### config.mk
export PLATFORM = sky130hd
export DESIGN_NAME = hw_dispatch_fifo
export DESIGN_NICKNAME = d
export VERILOG_FILES = /design/src/rtl/hw_dispatch_fifo.sv
export SDC_FILE = /design/constraint.sdc
export NUM_CORES = 1
export LEC_CHECK = 0
export CORE_MARGIN = 5
export CORE_UTILIZATION = 40
export DETAILED_ROUTE_END_ITERATION = 8
export GPL_TIMING_DRIVEN = 0
export PLACE_DENSITY = 0.67
export SKIP_LAST_GASP = 1
export SYNTH_ARGS = -nofsm -noshare
export SYNTH_HDL_FRONTEND = slang
export SYNTH_SLANG_ARGS = --single-unit
### constraint.sdc
create_clock -name clk_i -period 3.2 [get_ports clk_i]
set_input_delay 0.64 -clock clk_i [delete_from_list [all_inputs] [get_ports clk_i]]
set_output_delay 0.64 -clock clk_i [all_outputs]
set_load 0.01 [all_outputs]
### src/rtl/hw_dispatch_fifo.sv
// Multi-consumer dispatch FIFO: one writer per cycle pushes tagged entries, each core pops its own copy in order.
// Optional feature macro HW_DISPATCH_OVF_DROP_EN: pushes while full are dropped and flagged on ovf_err_o instead of stalled.
module hw_dispatch_fifo #(
    parameter int NB_CORES   = 4,
    parameter int FIFO_DEPTH = 4,
    parameter int DATA_WIDTH = 32
) (
    input  logic                           clk_i,
    input  logic                           rst_ni,
    input  logic [NB_CORES-1:0]            pop_req_i,
    input  logic [NB_CORES-1:0]            pop_ack_i,
    output logic [NB_CORES*DATA_WIDTH-1:0] dispatch_value_o,
    output logic [NB_CORES-1:0]            dispatch_event_o,
    input  logic [NB_CORES-1:0]            w_req_i,
    input  logic [NB_CORES*DATA_WIDTH-1:0] w_data_i,
    input  logic [2*NB_CORES-1:0]          reg_sel_i,
    output logic [NB_CORES-1:0]            w_gnt_o,
    output logic                           full_o,
    output logic                           ovf_err_o
);
    localparam int AW = $clog2(FIFO_DEPTH);
    localparam int PW = AW + 1;
    localparam logic [PW-1:0] DEPTH_P  = PW'(FIFO_DEPTH);
    localparam logic [1:0]    SEL_PUSH = 2'd0;
    localparam logic [1:0]    SEL_CFG  = 2'd1;

    logic [DATA_WIDTH-1:0] data_q [FIFO_DEPTH];
    logic [NB_CORES-1:0]   mask_q [FIFO_DEPTH];
    logic [NB_CORES-1:0]   mask_clr [FIFO_DEPTH];
    logic [PW-1:0]         wp_q;
    logic [PW-1:0]         rt_q;
    logic [PW-1:0]         rp_q [NB_CORES];
    logic [AW-1:0]         rd_slot [NB_CORES];
    logic [NB_CORES-1:0]   req_q;
    logic [NB_CORES-1:0]   team_q;

    logic [NB_CORES-1:0]   win_oh;
    logic [1:0]            wr_sel;
    logic [DATA_WIDTH-1:0] wr_data;
    logic                  wr_any;
    logic                  is_push;
    logic                  push_stall;
    logic                  wr_fire;
    logic                  push_en;

    logic [NB_CORES-1:0]   not_empty;
    logic [NB_CORES-1:0]   pend;
    logic [NB_CORES-1:0]   ack_fire;
    logic [NB_CORES-1:0]   skip;
    logic                  rt_blocked;
    logic                  retire_en;

    // Write arbitration: isolate the lowest set request bit and mux its select/data
    always_comb begin
        win_oh  = w_req_i & (~w_req_i + NB_CORES'(1));
        wr_sel  = '0;
        wr_data = '0;
        for (int i = 0; i < NB_CORES; i++) begin
            if (win_oh[i]) begin
                wr_sel  = reg_sel_i[2*i +: 2];
                wr_data = w_data_i[i*DATA_WIDTH +: DATA_WIDTH];
            end
        end
    end

    assign wr_any  = |w_req_i;
    assign is_push = wr_any & (wr_sel == SEL_PUSH);
    assign full_o  = (wp_q - rt_q) == DEPTH_P;
    assign w_gnt_o = push_stall ? '0 : win_oh;
    assign wr_fire = wr_any & ~push_stall;
    assign push_en = wr_fire & is_push & ~full_o & (team_q != '0);

`ifdef HW_DISPATCH_OVF_DROP_EN
    localparam logic [1:0] SEL_CLR = 2'd2;
    logic ovf_q;

    assign push_stall = 1'b0;
    assign ovf_err_o  = ovf_q;

    always_ff @(posedge clk_i or negedge rst_ni) begin
        if (!rst_ni) begin
            ovf_q <= 1'b0;
        end else if (wr_fire && is_push && full_o) begin
            ovf_q <= 1'b1;
        end else if (wr_fire && wr_sel == SEL_CLR) begin
            ovf_q <= 1'b0;
        end
    end
`else
    assign push_stall = is_push & full_o;
    assign ovf_err_o  = 1'b0;
`endif

    genvar g;
    generate
        for (g = 0; g < NB_CORES; g++) begin : g_core
            assign rd_slot[g]          = rp_q[g][AW-1:0];
            assign not_empty[g]        = rp_q[g] != wp_q;
            assign pend[g]             = mask_q[rd_slot[g]][g];
            assign dispatch_event_o[g] = (req_q[g] | pop_req_i[g]) & not_empty[g] & pend[g];
            assign ack_fire[g]         = pop_ack_i[g] & dispatch_event_o[g];
            assign skip[g]             = not_empty[g] & ~pend[g];
            assign dispatch_value_o[g*DATA_WIDTH +: DATA_WIDTH] = data_q[rd_slot[g]];
        end
    endgenerate

    always_comb begin
        for (int s = 0; s < FIFO_DEPTH; s++) begin
            mask_clr[s] = '0;
        end
        for (int i = 0; i < NB_CORES; i++) begin
            if (ack_fire[i]) begin
                mask_clr[rd_slot[i]][i] = 1'b1;
            end
        end
    end

    // An entry retires only once fully consumed and no core still points at it
    always_comb begin
        rt_blocked = 1'b0;
        for (int i = 0; i < NB_CORES; i++) begin
            if (rp_q[i] == rt_q) begin
                rt_blocked = 1'b1;
            end
        end
    end

    assign retire_en = (rt_q != wp_q) & (mask_q[rt_q[AW-1:0]] == '0) & ~rt_blocked;

    always_ff @(posedge clk_i or negedge rst_ni) begin
        if (!rst_ni) begin
            wp_q   <= '0;
            rt_q   <= '0;
            req_q  <= '0;
            team_q <= '0;
            for (int s = 0; s < FIFO_DEPTH; s++) begin
                data_q[s] <= '0;
                mask_q[s] <= '0;
            end
            for (int i = 0; i < NB_CORES; i++) begin
                rp_q[i] <= '0;
            end
        end else begin
            for (int s = 0; s < FIFO_DEPTH; s++) begin
                mask_q[s] <= mask_q[s] & ~mask_clr[s];
            end
            // The push slot is never one a core is acking, so this later write cannot collide
            if (push_en) begin
                data_q[wp_q[AW-1:0]] <= wr_data;
                mask_q[wp_q[AW-1:0]] <= team_q;
                wp_q                 <= wp_q + PW'(1);
            end
            if (retire_en) begin
                rt_q <= rt_q + PW'(1);
            end
            if (wr_fire && wr_sel == SEL_CFG) begin
                team_q <= wr_data[NB_CORES-1:0];
            end
            for (int i = 0; i < NB_CORES; i++) begin
                if (ack_fire[i] || skip[i]) begin
                    rp_q[i] <= rp_q[i] + PW'(1);
                end
                if (ack_fire[i]) begin
                    req_q[i] <= 1'b0;
                end else if (pop_req_i[i]) begin
                    req_q[i] <= 1'b1;
                end
            end
        end
    end

endmodule

### Yosys cells after proc, flatten, opt, wreduce, memory -nomap -nowiden

Index checks and enable logic that the tools add are counted.

| storage, ports and cells | value |
|---|---|
| flip-flop bits (word level) | 170 |

| cells by class | value |
|---|---|
| add/subtract/negate cells | 8 |
| $lt $le $gt $ge | 11 |
| equality and inequality tests | 11 |
| mux-type cells | 67 |
| bitwise operators | 54 |
| reduce and logical (&&, ||, !) cells | 18 |

Operator list:

| operator | count |
|---|---|
| 32-bit 2-to-1 mux | 13 |
| 32-bit binary-select mux with 2-bit select | 4 |
| 128-bit bitwise mux | 1 |
| 16-bit 2-to-1 mux | 5 |
| 32-bit demux with 2-bit select | 1 |
| 16-bit OR | 3 |
| 4-bit binary-select mux with 2-bit select | 5 |
| 4-bit demux with 2-bit select | 5 |
| 4-bit 2-to-1 mux | 7 |
| 1-bit bitwise AND | 24 |
| 4-bit bitwise AND | 5 |
| 4-bit inverter | 5 |
| 3-bit by 1-bit adder with 3-bit output (second input constant) | 6 |
| 3-bit >= comparator (second input constant) | 6 |
| 2-bit inverter with 3-bit output | 6 |
| 16-bit bitwise mux | 1 |
| 3-bit by 1-bit < comparator with 1-bit output (second input constant) | 5 |
| 1-bit 2-to-1 mux | 15 |
| 3-bit inequality test | 5 |
| 2-bit 2-to-1 mux | 7 |
| 3-bit == test | 4 |
| 3-bit 2-to-1 mux | 3 |
| 2-bit nonzero test | 4 |
| 1-bit inverter | 7 |
| other kinds (11) | 22 |

### Logic depth before layout (Yosys ltp)

Gate-level depths: netlist (run 1).

| depth | value |
|---|---|
| depth in word-level cells | 17 |
| gate-level depth with buffers | 9 |
| mapped depth without buffers | 7 |

### Worst setup path after synthesis (run 1)

Ideal clock, no wire load.

| path | value |
|---|---|
| path kind | input to output |
| from | input port w_req_i[1] |
| to | output port w_gnt_o[1] |
| data arrival time | 2.281 ns |
| required time | 2.560 ns |
| slack | 0.279 ns |
| stages | 6 |
| buffers on the path | 1 |
| cell sequence | buf_2 -> or3_1 -> nor2_1 -> a32oi_4 -> and3_1 -> nor3b_1 |

| on the way | value |
|---|---|
| cells in the longest elaborated chain, start to end | 10 |
| elaborated cells between the ends (all ways) | 11 |

Ends and longest elaborated chain:

| element | line | RTL |
|---|---|---|
| start: declaration | 14 | `input logic [NB_CORES-1:0] w_req_i,` |
| 4-bit inverter | 55 | `win_oh = w_req_i & (~w_req_i + NB_CORES'(1));` |
| 4-bit by 1-bit adder with 4-bit output | 55 |  |
| 4-bit bitwise AND | 55 |  |
| 2-bit 2-to-1 mux (3 in series) | 59 | `if (win_oh[i]) begin` |
| 2-bit zero test | 67 | `assign is_push = wr_any & (wr_sel == SEL_PUSH);` |
| 1-bit bitwise AND | 67 |  |
| 1-bit bitwise AND | 90 | `assign push_stall = is_push & full_o;` |
| 4-bit 2-to-1 mux (*) | 69 | `assign w_gnt_o = push_stall ? '0 : win_oh;` |
| end: declaration | 17 | `output logic [NB_CORES-1:0] w_gnt_o,` |

Mark *: on every way between the ends. The rest lies on a longest branch, timed or not.

### Final worst setup path (run 1)

| path | value |
|---|---|
| from | register rp_q (netlist bit rd_slot[4]) |
| to | output port dispatch_value_o[44] |

| on the way | value |
|---|---|
| cells in the longest elaborated chain, start to end | 4 |

Ends and longest elaborated chain:

| element | line | RTL |
|---|---|---|
| start: declaration | 32 | `logic [PW-1:0] rp_q [NB_CORES];` |
| start signal: indexed assignment | 161 | `rp_q[i] <= rp_q[i] + PW'(1);` |
| 2-bit inverter with 3-bit output (not written as such) | 103 | `assign dispatch_value_o[g*DATA_WIDTH +: DATA_WIDTH] = data_q[rd_slot[g]];` |
| 32-bit binary-select mux with 2-bit select | 103 |  |
| 32-bit 2-to-1 mux (not written as such) (2 in series) | 103 |  |
| end: declaration | 12 | `output logic [NB_CORES*DATA_WIDTH-1:0] dispatch_value_o,` |

No other way between the ends. The select of a mux whose other input is x is not followed.

==> results of run 1 <==
## what timing repair did
item / in CTS / in global routing
gates resized for setup: 113 / 19
endpoints found under the setup margin: 161 / 48
pin swaps: 4 / 1
setup buffers: 8 / 0
## where the power goes
| part | internal [mW] | leakage (nW) | switching [mW] |
|---|---|---|---|
| combinational | 7.24 | 4.43 | 5.00 |
| clock | 1.02 | 0.264 | 0.943 |
| sequential | 3.16 | 2.10 | 1.15 |
## routing by layer
metal	track usage	wire length, um	up-vias
li1	-	-	3801
met1	0.309	16400	4618
met2	0.394	19500	372
met3	0.0458	2450	47
met4	0.0711	1030	0
met5	0	0	-
## cells by family (layout without fill, tap and decap cells)
group	count (synthesis)	in the layout	share of synthesized area
multiplexers	283	283	0.435
XOR/XNOR	36	36	0.0267
AO/OA/AOI/OAI	111	111	0.0762
flip-flops	170	170	0.361
AND/OR/NAND/NOR	90	90	0.0402
adder cells (fa/ha/maj)	23	23	0.0244
buffers and inverters	88	411	0.0364
other	1	2	0.000318
## stage by stage
stage	hold slack, ns	setup WS, ns	total power, mW	std cells	utilization
2_1_floorplan	0.344	0.279	11.2	802	-
3_3_place_gp	0.515	-5.74	16.3	1472	0.523
3_5_place_dp	0.533	-1.29	16.4	1473	0.524
4_1_cts	0.129	-0.127	18.6	1509	0.549
5_1_grt	0.140	-0.0519	19.5	1510	0.550
6_report	0.113	0.0412	18.5	1510	0.550
## synthesized netlist by cell type, types with 6 or more instances
library cell  number  area (sq um)
buf_6             12           135
nor2b_1            6          37.5
inv_1             17          63.8
ha_1              23           288
a21oi_1            8          40.0
a21boi_0          16           120
dfrtp_1          170          4250
mux2_4           119          1790
mux4_2           133          3000
a22oi_1           32           240
xor2_1            14           123
mux2_2            31           349
xnor2_1           22           193
a221o_1           32           320
o21ai_0            9          45.0
clkbuf_1          35           131
nor2_1            48           180
buf_1             19          71.3
nand2_1            8          30.0
## registers in the layout, summed over array words and instances (netlist names)
signal and cells:
data_q 128, mask_q 16, rd_slot 8, req_q 4
rp_q 4, team_q 4, rt_q 3, wp_q 3
## critical path, cell delays in order, from the launching register on
cell,delay [ns]
dfrtp_1,0.37
buf_2,0.30
buf_4,0.32
mux4_2,0.55
clkdlybuf4s50_1,0.54
## layout make-up
cell class,instances,area share
Clock inverter,12,0.00661
Buffer,67,0.0303
Clock buffer,20,0.0275
Multi-Input combinational cell,544,0.449
Inverter,17,0.00401
Antenna cell,1,0.000157
Tap cell,384,0.0302
Sequential cell,170,0.267
Timing Repair Buffer,295,0.185
## cell usage in the layout, fill, tap and decap left out, drive strengths merged, types with 4 or more instances in the layout
cell           Yosys  layout
ha                23      23
nor3               5       5
xor2              14      14
a221o             32      32
a22oi             32      32
nor2b              6       6
mux4             133     133
clkdlybuf4s50      0     279
o21ai              9       9
buf               35      49
nand3              4       4
nor4               5       5
o31ai              4       4
mux2             150     150
and2               4       4
nor2              48      48
dfrtp            170     170
a21oi              9       9
nand4              5       5
nand2              8       8
clkbuf            36      52
clkinv             0       4
xnor2             22      22
inv               17      24
a21boi            16      16
## worst max-delay path by stage
stage	start	cells past startpoint	end	slack, ns
finish	rd_slot[4]$_DFFE_PN0P_	4	dispatch_value_o[44]	0.04
floorplan	w_req_i[1]	6	w_gnt_o[1]	0.28
detailed placement	w_req_i[1]	8	w_gnt_o[2]	-1.29
CTS	rd_slot[4]$_DFFE_PN0P_	4	dispatch_value_o[35]	-0.13
global route	rd_slot[4]$_DFFE_PN0P_	4	dispatch_value_o[48]	-0.05
global placement	rst_ni	1	data_q[81]$_DFFE_PN0P_	-5.74
==> reports/metrics.cfg, run 1 <==
[timing]
fmax_mhz=317
slew_headroom=0.481
grt_setup_unrepaired=yes
fin_crit_sh=0.987
setup_viol=0
report.final.slew_viol_count=0
worst_pin_slew_ns=0.779
setup-tns-final_ns=0
fin_skew_ns=0.0170
finalCriticalPeriod_ns=3.16
hold_violations=0

[drt]
drt-initial-drc-count=658
vias=8838
first_pass_iters=5
wl_per_cell_um=26.1
drc_errors=0
routed_wl_um=39400
ant_nets=0
viasPerCell=5.85

[floorplanning]
die_area_sq_mm=0.0330
fp-row-count=62
io-pin-count=288
die_w_um=182
die_h_um=182
core_region_area_sq_mm=0.0289
initial_core_util=0.408

[synthesis]
synth_enable_flop_cells=0
synth-seq-cells=170
synth_ff_type=dfrtp_1
ys_types=43
async_flop_share=1.00
synth_area_sq_mm=0.0118
yosysWarnings=0
synth_area_per_cell_sq_um=14.7
yosysSeqAreaShare=0.361
synth_cells=802
synth_nets=975

[critical_path]
reg2regPathDepth=9
reg2reg_from=wp_q[0]$_DFFE_PN0P_
worst-path-max-fanout=10
cp-start-kind=flip-flop
endpoint_kind=output port
required_ns=2.56
worstPathArrival_ns=2.52
timing.rr.end=mask_q[1]$_DFF_PN0_
reg2reg_slack_ns=0.47
worstSetupPathType=flip-flop to output port

[min_path]
hold_class=input pin to async pin

[run_status]
status=completed

[power_and_ir_drop]
ir_worst_vdd_v=0.000585
p_leak_nw=6.80
p_per_area_mw_per_mm2=1160

[global_routing]
antenna_found_initial=1
grt_pass1_vias=9261
grt_pass1_wl_um=59200
groute.usage.overall=0.234
grt_max_degree=116
grt_overflow=0

[final_layout]
multiInputGateArea_sq_mm=0.00714
regArea_sq_mm=0.00425
fin_area_sq_mm=0.0159
layout-drive-gt1-share=0.348
syn_to_final_growth_pct=34.9
fin_nets=1285
n_fill_cell=2365

[cts]
clock_sinks=170
cts_root_buf=clkbuf_16
clk_latency_ns=0.43
cts.path.max_buffers=2
cts_made_buffers=17
path_clk_slew_ns=0.07
tritoncts=done
htreeDepth=4
ctsHoldBuffers=0

[placed_design]
finalWeightedCongestion=0.959
port_buffers=286
place_hpwl_um=29200
dpl-instance-area_sq_mm=0.0152

[run]
cap_violations=0

No activity file was read; power rests on OpenSTA's default activity.
==> inputs of run 2 (changes only) <==
==> constraint.sdc (replaced) <==
create_clock -name clk_i -period 3 [get_ports clk_i]
set_input_delay 0.6 -clock clk_i [delete_from_list [all_inputs] [get_ports clk_i]]
set_output_delay 0.6 -clock clk_i [all_outputs]
set_load 0.005 [all_outputs]
==> run 2 against run 1 <==
  * Cell count rose by 0.13%
  * Flip-flop and latch count unchanged
  * Critical path depth did not move
  * First-iteration DRC count is 15% higher
  * Critical path type unchanged
  * Largest cell class unchanged
==> reports/metrics.cfg, run 2 (synthesis results as in run 1) <==
[final_layout]
largest_reg_flops=128
regMostFlops=data_q
n_fill_cell=2341
syn_to_final_growth_pct=36.1
fin_nets=1287
final_common_cell=clkdlybuf4s50_1
regArea_sq_mm=0.00426
final_cell_mix=277 x clkdlybuf4s50_1, 169 x dfrtp_1, 133 x mux4_2
finalCoreUtilization=0.555
layout-drive-gt1-share=0.353
multiInputGateArea_sq_mm=0.00716

[critical_path]
worst-path-max-fanout=10
required_ns=2.40
cp-start-kind=flip-flop
worstSetupPathType=flip-flop to output port
endpoint_kind=output port
worstPathArrival_ns=2.33

[timing]
fin_skew_ns=0.0186
setup-tns-final_ns=0
hold_violations=0
worst_pin_slew_ns=0.787
setup_ws_ns=0.0723
fin_crit_sh=0.976
fmax_mhz=342
setup_viol=0
finalCriticalPeriod_ns=2.93
grt_setup_unrepaired=yes
slew_headroom=0.475
report.final.slew_viol_count=0

[drt]
wl_per_cell_um=26.1
first_pass_iters=5
viasPerCell=5.85
routed_wl_um=39500
drt-initial-drc-count=758
drc_errors=0
ant_nets=0
vias=8846

[global_routing]
grt_pass1_vias=9280
grt_pass1_wl_um=59300
grt_overflow=0
antenna_found_initial=1
grt_max_degree=116
groute.usage.overall=0.235

[placed_design]
post-place-ws_ns=-1.37
port_buffers=286
finalWeightedCongestion=0.959
place_hpwl_um=29200

[min_path]
hold_class=input pin to async pin

[floorplanning]
die_area_sq_mm=0.0330
fp-row-count=62
core_region_area_sq_mm=0.0289
io-pin-count=288
die_w_um=182
die_h_um=182
initial_core_util=0.408

[run_status]
status=completed

[cts]
cts_made_buffers=17
clock_sinks=170
path_clk_slew_ns=0.07
cts_root_buf=clkbuf_16
htreeDepth=4
clk_latency_ns=0.44
tritoncts=done
cts.path.max_buffers=2

[power_and_ir_drop]
ir_worst_vdd_v=0.000561
p_per_area_mw_per_mm2=1200
p_leak_nw=6.87

[run]
cap_violations=0

-- run 2: cell types whose count changed in the layout (fill, tap and decap cells not counted), moves of 2 or more --
cell | before | now
dlymetal6s2s_1 | 1 | 3
buf_8 | 1 | 7
clkbuf_4 | 4 | 8
clkdlybuf4s50_1 | 279 | 277
clkbuf_8 | 1 | 6
clkbuf_2 | 14 | 3
-- run 2: area by class of cell --
cell class	instances	area share
diodes	1	0.000156
plain buffers	68	0.0370
clock buffers	20	0.0272
clock inverters	12	0.00655
inverters	17	0.00398
multi-input cells	544	0.446
flip-flops and latches	170	0.265
well taps	384	0.0299
repair buffers	296	0.184
-- run 2: metrics by stage --
| step | hold WS, ns | cell area (sq um) | power [mW] | cells |
|---|---|---|---|---|
| after CTS | 0.0889 | 16000 | 19.4 | 1511 |
| after global routing | 0.0998 | 16000 | 20.4 | 1512 |
| after detailed placement | 0.533 | 15200 | 16.9 | 1473 |
| after global placement | 0.515 | 15100 | 16.7 | 1472 |
| after floorplan | 0.304 | 11800 | 11.2 | 802 |
| final | 0.0689 | 16000 | 19.3 | 1512 |
-- run 2: worst paths after layout --
| path | startpoint | end | slack, ns | cells after the start |
|---|---|---|---|---|
| max | rd_slot[1]$_DFFE_PN0P_ | dispatch_value_o[107] | 0.07 | 4 |
| min | rst_ni | req_q[3]$_DFFE_PN0P_ | 0.07 | 1 |
| max reg2reg | wp_q[0]$_DFFE_PN0P_ | mask_q[1]$_DFF_PN0_ | 0.20 | 10 |
| min reg2reg | req_q[1]$_DFFE_PN0P_ | req_q[1]$_DFFE_PN0P_ | 0.54 | 2 |
| max in group asynchronous | rst_ni | data_q[84]$_DFFE_PN0P_ | 1.98 | 2 |
| min in group clk_i | req_q[1]$_DFFE_PN0P_ | req_q[1]$_DFFE_PN0P_ | 0.54 | 2 |
-- run 2: power by group --
part           internal (mW)  switching [mW]
logic                   7.86            4.72
registers               3.37            1.22
clock network           1.09            1.01
total                   12.3            6.95
-- run 2: routing by layer --
layer  global-route usage  up-vias  wire length [um]
met2                0.395      363             19600
li1                     -     3800                 -
met5                    0        -                 0
met1                0.309     4643             16300
met4               0.0715        0              1010
met3               0.0462       40              2530
-- run 2: timing repair --
action                     CTS  global route
hold buffers                 0             0
pin swaps                    6             2
resized for setup          152            19
buffers inserted             9             0
setup endpoints to repair  267            49
-- run 2: worst max-delay path: stages, from the launching register on --
cell             delay, ns
dfrtp_1               0.38
clkbuf_2              0.31
clkbuf_4              0.34
mux4_2                0.32
clkdlybuf4s50_1       0.55
